### src/rtl/pixel_denormalizer.sv
// pixel_denormalizer: 8-bit unsigned pixel -> signed OUT_W sample, out = ((pix - OFFSET) * scale) >>> SHIFT.
// 3-stage valid/ready pipeline; define DENORM_SAT_EN for clamping at S3 plus sat_cnt.
module pixel_denormalizer #(
    parameter int PIX_W   = 8,
    parameter int OUT_W   = 16,
    parameter int SCALE_W = 12,
    parameter int SHIFT   = 2,
    parameter int OFFSET  = 128
) (
    input  logic               clk,
    input  logic               reset,
    input  logic               in_valid,
    output logic               in_ready,
    input  logic [PIX_W-1:0]   in_pix,
    input  logic               in_last,
    input  logic               cfg_we,
    input  logic [SCALE_W-1:0] cfg_scale,
    output logic               out_valid,
    input  logic               out_ready,
    output logic [OUT_W-1:0]   out_data,
    output logic               out_last,
    output logic [15:0]        sat_cnt
);
    localparam int STAGES = 3;
    localparam int DIFF_W = PIX_W + 1;
    localparam int PROD_W = DIFF_W + SCALE_W;
`ifdef DENORM_SAT_EN
    localparam int FIT_W  = PROD_W;
`else
    localparam int FIT_W  = OUT_W;
`endif

    typedef struct packed {
        logic [DIFF_W-1:0]  diff;
        logic [SCALE_W-1:0] scale;
        logic               last;
    } s1_t;

    typedef struct packed {
        logic [FIT_W-1:0] val;
        logic             last;
    } s2_t;

    logic                     adv;
    logic [STAGES:1]          vld_pipe;
    logic [SCALE_W-1:0]       scale_q;
    s1_t                      s1_d, s1_q;
    s2_t                      s2_d, s2_q;
    logic signed [PROD_W-1:0] prod;
    logic [OUT_W-1:0]         fit;

    // Whole pipeline moves in lockstep; a stalled output freezes every stage.
    assign adv       = !vld_pipe[STAGES] | out_ready;
    assign in_ready  = adv;
    assign out_valid = vld_pipe[STAGES];

    assign s1_d.diff  = {1'b0, in_pix} - DIFF_W'(OFFSET);
    assign s1_d.scale = scale_q;
    assign s1_d.last  = in_last;

    assign prod       = PROD_W'($signed(s1_q.diff)) * PROD_W'($signed(s1_q.scale));
    assign s2_d.val   = FIT_W'(prod >>> SHIFT);
    assign s2_d.last  = s1_q.last;

    always_ff @(posedge clk or posedge reset) begin
        if (reset)
            scale_q <= SCALE_W'(1 << SHIFT);
        else if (cfg_we)
            scale_q <= cfg_scale;
    end

    always_ff @(posedge clk or posedge reset) begin
        if (reset) begin
            vld_pipe <= '0;
            s1_q     <= '0;
            s2_q     <= '0;
            out_data <= '0;
            out_last <= 1'b0;
        end else if (adv) begin
            vld_pipe <= {vld_pipe[STAGES-1:1], in_valid};
            s1_q     <= s1_d;
            s2_q     <= s2_d;
            out_data <= fit;
            out_last <= s2_q.last;
        end
    end

`ifdef DENORM_SAT_EN
    localparam logic signed [PROD_W-1:0] MAXV = PROD_W'(2 ** (OUT_W - 1) - 1);
    localparam logic signed [PROD_W-1:0] MINV = ~MAXV;

    logic signed [PROD_W-1:0] v;
    logic                     hi, lo;

    assign v   = $signed(s2_q.val);
    assign hi  = v > MAXV;
    assign lo  = v < MINV;
    assign fit = hi ? {1'b0, {(OUT_W-1){1'b1}}} :
                 lo ? {1'b1, {(OUT_W-1){1'b0}}} : v[OUT_W-1:0];

    // Counts only clamped samples that actually enter S3; sticks at all-ones.
    always_ff @(posedge clk or posedge reset) begin
        if (reset)
            sat_cnt <= '0;
        else if (adv && vld_pipe[2] && (hi || lo) && !(&sat_cnt))
            sat_cnt <= sat_cnt + 16'd1;
    end
`else
    assign fit     = s2_q.val;
    assign sat_cnt = '0;
`endif

endmodule

### config.mk
export PLATFORM = sky130hd
export DESIGN_NAME = pixel_denormalizer
export DESIGN_NICKNAME = d
export VERILOG_FILES = /design/src/rtl/pixel_denormalizer.sv
export SDC_FILE = /design/constraint.sdc
export NUM_CORES = 1
export LEC_CHECK = 0
export CORE_MARGIN = 2
export CORE_UTILIZATION = 30
export CTS_CLUSTER_SIZE = 10
export DETAILED_ROUTE_END_ITERATION = 8
export GPL_TIMING_DRIVEN = 0
export SYNTH_ARGS = -nofsm -noshare
export SYNTH_HDL_FRONTEND = slang
export SYNTH_SLANG_ARGS = --single-unit
export TNS_END_PERCENT = 5
### constraint.sdc
create_clock -name clk -period 6.5 [get_ports clk]
set_input_delay 1.3 -clock clk [delete_from_list [all_inputs] [get_ports clk]]
set_output_delay 1.3 -clock clk [all_outputs]
set_load 0.1 [all_outputs]
Word level (Yosys, flattened, before mapping):

Cells that the tools add are included.

* flip-flop bits (word level): 71
* latch bits: 0
* memory bits (writable): 0
* ROM bits: 0
* input port bits: 26
* output and inout bits: 35
* logic and storage cells: 13
* memories: 0

* add/subtract/negate cells: 1
* multiply operators: 1
* div/mod/pow operators: 0
* magnitude comparators: 0
* eq/ne operators: 0
* shift-type cells: 0
* muxes and demuxes: 0
* bitwise operators: 1
* reductions and logical operators: 1

Operators by type and width (count)
* multiplier 9 x 12 -> 18 bit: 1
* subtractor 8 x 8 -> 9 bit, second input constant: 1
* logical NOT 1 bit: 1
* OR 1 bit: 1

Logic depth before layout (Yosys ltp):

Gate-level depths: netlist of the first run.

* depth in word-level cells: 2
* depth in mapped cells: 18
* depth with buffers taken out: 18

Worst setup path before layout of the first run:

Ideal clock, no wire load.

* kind: reg2reg
* start point: reg s1_q[15] in the netlist's numbering
* end point: reg s2_q, in the netlist fit[15]
* setup time: 0.089 ns
* arrival: 4.875 ns
* required time: 6.411 ns
* setup slack: 1.536 ns
* stages on the path, launching flop included: 19
* path buffers: 1
* clock period less this slack: 4.964 ns
* cells stage by stage: dfrtp_1 clkbuf_1 nand2_1 fa_1 inv_1 fa_1 ha_1 inv_1 fa_1 inv_1 ha_1 ha_1 fa_1 a211oi_1 nor2_1 o22a_1 o311a_1 or3_1 a31oi_1

* word-level cells in the longest chain between the ends: 1

RTL lines
* start: declaration: RTL line 47 `s1_t s1_d, s1_q;`
* start signal: assignment: RTL line 75 `s1_q <= '0;`
* start signal: assignment: RTL line 81 `s1_q <= s1_d;`
* multiplier 9 x 12 -> 18 bit: RTL line 61 `assign prod = PROD_W'($signed(s1_q.diff)) * PROD_W'($signed(s1_q.scale));`
* end signal: assignment: RTL line 76 `s2_q <= '0;`
* end signal: assignment: RTL line 82 `s2_q <= s2_d;`
* end: declaration: RTL line 48 `s2_t s2_d, s2_q;`

Every way passes these cells.
A chain may end at the register's enable or synchronous reset.

Worst setup path in the final report of the first run:

* start point: reg s1_q[20] in the netlist's numbering
* end point: reg s2_q, in the netlist fit[15]

Same word-level chain as after synthesis.

==> summary.md, run 1 <==
| Metric | Value |
|---|---|
| Outcome | `finished, final reports clean` |
| Initial Utilization | `0.307` |
| Post_cts resized | `0` |
| Final #Nets | `around 850` |
| Post-DP HPWL | `approximately 10 mm` |
| H-tree Lvls | `3` |
| Clock Path Buffers | `2` |
| Die Ht | `145 um` |
| Post-Route WL | `~13 mm` |
| R2R Path Start | `s1_q[20]` |
| TritonCTS clock tree | `built` |
| Largest net degree at the start of global routing | `71` |
| GP Congestion | `slightly above 0.8` |
| Initial antenna violation count | `0` |
| Core area | `19500 um2` |
| Placed Cells | `958` |
| R2r setup slk | `0.89 ns` |
| Synth warnings | `0` |
| Layout cell share with drive strength beyond 1 | `0.0523` |
| Clock Latency Late Sink | `0.34 ns` |
| Routed len/inst | `around 13 um` |
| Most frequent cells in the layout | `191 x nand2_1, 79 x fa_1, 69 x dfrtp_1` |
| CTS Hold Bufs | `0` |
| Setup CP Type | `reg -> reg` |
| Mean Syn Cell Area | `approximately 9.4 um2` |
| Number of global-route vias before repair | `around 4200` |
| Die X | `145 um` |
| I/O Pins | `61` |
| CP startpoint | `s1_q[20]` |
| #FFs+latches synth | `70` |
| Routed Antenna Nets | `0` |
| Cell count after synthesis | `634` |
| Post-Syn Area | `between 5000 and 6000 um2` |
| Post-route DRC | `0` |
| Seq/Total Area, Yosys | `0.293` |
| Fillers | `between 2000 and 2500` |
| Endpoints failing setup | `0` |
| DR pass1 iterations | `4` |
| Worst path required time | `6.76 ns` |
| Vias | `4203` |
| Vias per inst | `around 4.3` |
| Worst-Margin Slew | `0.976 ns` |
| Final std cells w/o fill | `973` |
| Asr flop ratio synth | `1.00` |
| Grt total ovfl | `0` |
| Hold Vio Cnt, Final | `0` |
| Antenna cell count | `0` |
| CP Capture Type | `register` |
| RSZ-0062 raised after global routing | `no` |
| Max Fanout on Critical Path | `10` |
| Max Freq | `around 0.18 GHz` |
| Most common cell after layout, fill and taps aside | `nand2_1` |
| Hold WS | `0.465 ns` |
| Worst slew margin | `0.347` |
| Area grow syn2layout | `18.7%` |
| Period Utilization, post-route | `0.863` |
| Total track usage | `0.129` |
| First-pass GRT wire length | `approximately 22 mm` |
| Initial DRC count | `240` |
| Clock sink total | `70` |
| Row cnt | `51` |
| Number of enable flip-flop cells after synthesis | `0` |
| Crit path launch type | `register` |
| Arrival time at the worst endpoint | `5.86 ns` |
| Minimum clock period | `5.61 ns` |
| Top_reg_cell synth | `dfrtp_1` |
| Worst setup endpoint | `fit[15]` |
| Cts bufs inserted | `9` |
| Synth cell types | `39` |
| Final TNS setup | `0 ns` |
| R2R depth | `15` |
| Worst min path class | `reg -> reg` |
| Die ar. | `21100 um2` |
| Final Max Tran Viols | `0` |
| CTS root buf | `clkbuf_16` |
| Skew final | `0.00663 ns` |
| Setup bufs post-CTS | `0` |
| Crit Reg-Reg Endpoint | `fit[15]` |
| Input/output buffers | `44` |
| Max-cap viol count | `0` |
| CTS clk-pin slew, worst paths | `0.06 ns` |
[synth_stat cells, types with 2 or more instances]
master,n,share of area
a21o_1,4,0.0050
or3_1,2,0.0021
buf_4,16,0.020
xor2_1,7,0.010
nand2b_1,4,0.0042
ha_1,36,0.075
nand3_1,2,0.0017
clkbuf_1,29,0.018
xnor2_1,12,0.018
and2_1,45,0.047
mux2_1,10,0.019
nor3b_1,2,0.0025
o21ai_1,9,0.0075
nor2b_1,8,0.0084
a41oi_1,2,0.0029
nand2_1,191,0.12
inv_1,65,0.041
o21ai_0,3,0.0025
dfrtp_1,69,0.29
mux2_2,2,0.0038
a21oi_1,7,0.0058
fa_1,79,0.26
buf_1,2,0.0013
nor2_1,11,0.0069
o21a_1,3,0.0038
[flip-flops by register name, indices dropped and copies added, names as in the netlist]
signal    count
fit          16
scale_q      12
s2_q          1
s1_q         21
vld_pipe      3
out_last      1
out_data     16
[layout make-up]
type / count / area [um2] / area share
Multi-Input combinational cell: 466 / 3810 / 0.536
Sequential cell: 70 / 1750 / 0.247
Timing Repair Buffer: 44 / 440 / 0.0619
Tap cell: 265 / 332 / 0.0466
Inverter: 66 / 250 / 0.0352
Clock buffer: 11 / 243 / 0.0341
Buffer: 47 / 236 / 0.0333
Clock inverter: 4 / 47.5 / 0.00669
[how the worst min path moves through the flow]
stage / endpoint / slack [ns] / startpoint / cells past startpoint
after floorplan: vld_pipe[2] / 0.43 / vld_pipe[2] / 2
after global placement: vld_pipe[2] / 0.45 / vld_pipe[2] / 2
after detailed placement: vld_pipe[2] / 0.45 / vld_pipe[2] / 2
after CTS: vld_pipe[2] / 0.46 / vld_pipe[2] / 2
after global routing: vld_pipe[2] / 0.49 / vld_pipe[2] / 2
final: s1_q[0] / 0.46 / s1_q[0] / 2
[kinds of logic after synthesis]
family,count (synthesis),synth area share
xor gates and xnor gates,20,0.0305
AOI/OAI and AO/OA,36,0.0389
and+or+nand+nor,267,0.195
adders and majority gates,115,0.339
other,1,0.000626
buffers and inverters,113,0.0808
muxes,12,0.0226
DFF,70,0.293
[metrics by stage]
stage	utilization	setup slack (ns)	cell area, um2
floorplan	-	1.54	6050
global placement	0.349	0.927	6820
detailed placement	0.349	0.915	6820
CTS	0.364	0.892	7110
global route	0.364	0.680	7110
finish	0.364	0.893	7110
[worst max-delay path, stage by stage (launching register included)]
cell	delay (ns)
dfrtp_1	0.53
clkbuf_1	0.49
nand2_1	0.15
fa_1	0.49
fa_1	0.50
inv_1	0.06
fa_1	0.51
fa_1	0.58
fa_1	0.44
ha_1	0.26
a211oi_1	0.23
nor2_1	0.11
o22a_1	0.27
o311a_1	0.39
or3_1	0.31
a31oi_1	0.18
[per-layer routing]
| layer | GRT usage | routed length, um | vias to the layer above |
|---|---|---|---|
| met5 | 0 | 0 | - |
| met4 | 0.0333 | 162 | 0 |
| met3 | 0.0252 | 608 | 13 |
| met2 | 0.203 | 6120 | 83 |
| met1 | 0.181 | 6200 | 2076 |
| li1 | - | - | 2031 |
Power of run 1 is left out: the tool's default activity adds up to more than one toggle a clock period on the data nets, which glitch-free logic cannot reach.
==> run 2, diff against run 1 <==
CAP_MARGIN = 20   (was default)
==> results of run 2 <==
Final layout, timing and power as in run 1 (identical DEF).
Power of run 2 is left out for the same reason.
==> run 3, diff against run 2 <==
CAP_MARGIN = default   (was 20)
clock period = 4.5 ns   (was 6.5 ns; I/O delays follow)
==> run 3 against run 2 <==
Compared with the run above: the run now ends with negative setup slack left; via count rose by 1.3%; die area did not move; worst setup slack got worse by 1.2 ns; register-to-register slack got worse by 1.2 ns; non-clock buffer count rose by 13; maximum frequency rose by 17%; clock-buffer cell count did not move; critical path depth rose by 2; cell count rose by 1.3%; worst hold slack got worse by 0.0037 ns; first-iteration DRC count fell by 16%; clock skew rose by 0.0017 ns.
==> summary.md, run 3 (synthesis gave the netlist of run 1 again) <==
| Metric | Value |
|---|---|
| Outcome | `finished, violations left` |
| Failing checks | `negative setup slack` |
| Antenna cell count | `0` |
| R2r setup slk | `-0.29 ns` |
| Initial Utilization | `0.307` |
| Largest register FFs | `21` |
| Layout cell share with drive strength beyond 1 | `0.136` |
| Minimum clock period | `4.79 ns` |
| Worst slew margin | `0.341` |
| R2R depth | `17` |
| Critical path's largest stage delay | `0.54 ns` |
| Final std cells w/o fill | `about 990` |
| Die Ht | `145 um` |
| Largest net degree at the start of global routing | `between 50 and 60` |
| I/O Pins | `61` |
| CP startpoint | `s1_q[6]` |
| Die X | `145 um` |
| Skew final | `0.00829 ns` |
| Period Utilization, post-route | `1.07` |
| GP Congestion | `0.801` |
| Cts bufs inserted | `9` |
| Most common cell after layout, fill and taps aside | `nand2_1` |
| Initial antenna violation count | `0` |
| RSZ-0062 raised after global routing | `yes` |
| Final #Nets | `858` |
| Worst path required time | `4.77 ns` |
| Arrival time at the worst endpoint | `5.06 ns` |
| Number of global-route vias before repair | `4325` |
| Total track usage | `0.129` |
| Clock sink total | `70` |
| Routed len/inst | `13.3 um` |
| Post-Route WL | `13.1 mm` |
| Hold Vio Cnt, Final | `0` |
| Worst setup endpoint | `fit[15]` |
| CP Cell Sequence | `clkbuf_4 -> nand2_1 -> fa_1 -> inv_1 -> fa_1 -> inv_1 -> fa_1 -> inv_1 -> fa_2 -> ha_1 -> ha_4 -> a211oi_2 -> nor2_1 -> o22a_1 -> o311a_1 -> or3_1 -> a31oi_1` |
| Max Fanout on Critical Path | `10` |
| First-pass GRT wire length | `between 20 and 25 mm` |
| Grt total ovfl | `0` |
| H-tree Lvls | `3` |
| CP Capture Type | `register` |
| Crit Reg-Reg Endpoint | `fit[15]` |
| CTS root buf | `clkbuf_16` |
| Post-DP HPWL | `10.2 mm` |
| Vias per inst | `between 4 and 5` |
| Setup ws final | `-0.293 ns` |
| R2R Path Start | `s1_q[6]` |
| Hold WS | `0.461 ns` |
| DR pass1 iterations | `6` |
| TritonCTS clock tree | `built` |
| Final Max Tran Viols | `0` |
| Core area | `19500 um2` |
| Input/output buffers | `44` |
| Worst-Margin Slew | `0.985 ns` |
| Area grow syn2layout | `25.2%` |
| Row cnt | `51` |
| Biggest register | `s1_q` |
| Post-route DRC | `0` |
| Clock Path Buffers | `2` |
| Max-cap viol count | `0` |
| Worst min path class | `reg -> reg` |
| Die ar. | `21100 um2` |
| Most frequent cells in the layout | `188 x nand2_1, 74 x fa_1, 64 x inv_1, 64 x dfrtp_1, 45 x and2_1` |
| Slowest CP cell | `fa_1` |
| Vias | `4259` |
| Crit path launch type | `register` |
| Endpoints failing setup | `4` |
| Setup CP Type | `reg -> reg` |
| Routed Antenna Nets | `0` |
| Max Freq | `0.209 GHz` |
| Initial DRC count | `between 200 and 250` |
| Placed Cells | `around 960` |
| Clock Latency Late Sink | `0.35 ns` |
| CTS clk-pin slew, worst paths | `0.06 ns` |
==> run 3: cell types whose count changed in the layout (fill, tap and decap cells not counted), sizes merged <==
cell,delta
clkbuf,-6
clkinvlp,-1
clkdlybuf4s50,-1
buf,+19
dlygate4sd2,+1
clkinv,+1
==> run 3: critical path, delay by kind of cell, from the launching register on <==
family	cells	cell delay [ns]
adder cells (fa/ha/maj)	6	2.56
AND/OR/NAND/NOR	3	0.52
AO/OA/AOI/OAI	4	0.93
flip-flops	1	0.33
buffers and inverters	4	0.38
==> run 3: metal layers <==
| layer | routed length (um) | track usage | up-vias |
|---|---|---|---|
| met1 | 6320 | 0.176 | 2093 |
| li1 | - | - | 2065 |
| met4 | 205 | 0.0407 | 0 |
| met3 | 473 | 0.0252 | 19 |
| met5 | 0 | 0 | - |
| met2 | 6120 | 0.209 | 82 |
==> run 3: layout make-up <==
cell class	count	area, um2
plain buffers	46	364
flip-flops and latches	70	1760
repair buffers	58	564
multi-input cells	466	3950
clock buffers	11	233
clock inverters	4	48.8
well taps	265	332
inverters	66	250
fillers	1974	12000
==> run 3: worst min path at each step <==
stage	endpoint	cells after the start	from	slack, ns
4_1_cts	out_data[3]	2	out_data[3]	0.47
3_3_place_gp	vld_pipe[2]	2	vld_pipe[2]	0.44
6_report	out_data[9]	2	out_data[9]	0.46
2_1_floorplan	vld_pipe[2]	2	vld_pipe[2]	0.43
5_1_grt	out_data[8]	2	out_data[8]	0.49
3_5_place_dp	vld_pipe[2]	2	vld_pipe[2]	0.46
==> run 3: per-stage QoR <==
stage | area [um2] | setup slack (ns) | TNS, ns | util
floorplan | 6150 | -0.0753 | -0.0753 | -
global placement | 6930 | -0.479 | -1.55 | 0.355
detailed placement | 6960 | -0.533 | -1.87 | 0.356
CTS | 7430 | -0.307 | -0.790 | 0.380
global route | 7500 | -0.447 | -1.41 | 0.384
finish | 7500 | -0.293 | -0.633 | 0.384
==> run 3: timing repair <==
action,4_1_cts,5_1_grt
gates cloned,0,0
resized for setup,26,18
pin swaps,10,6
setup endpoints to repair,8,8
hold buffers,0,0
setup buffers,13,0
Power of run 3 is left out for the same reason.
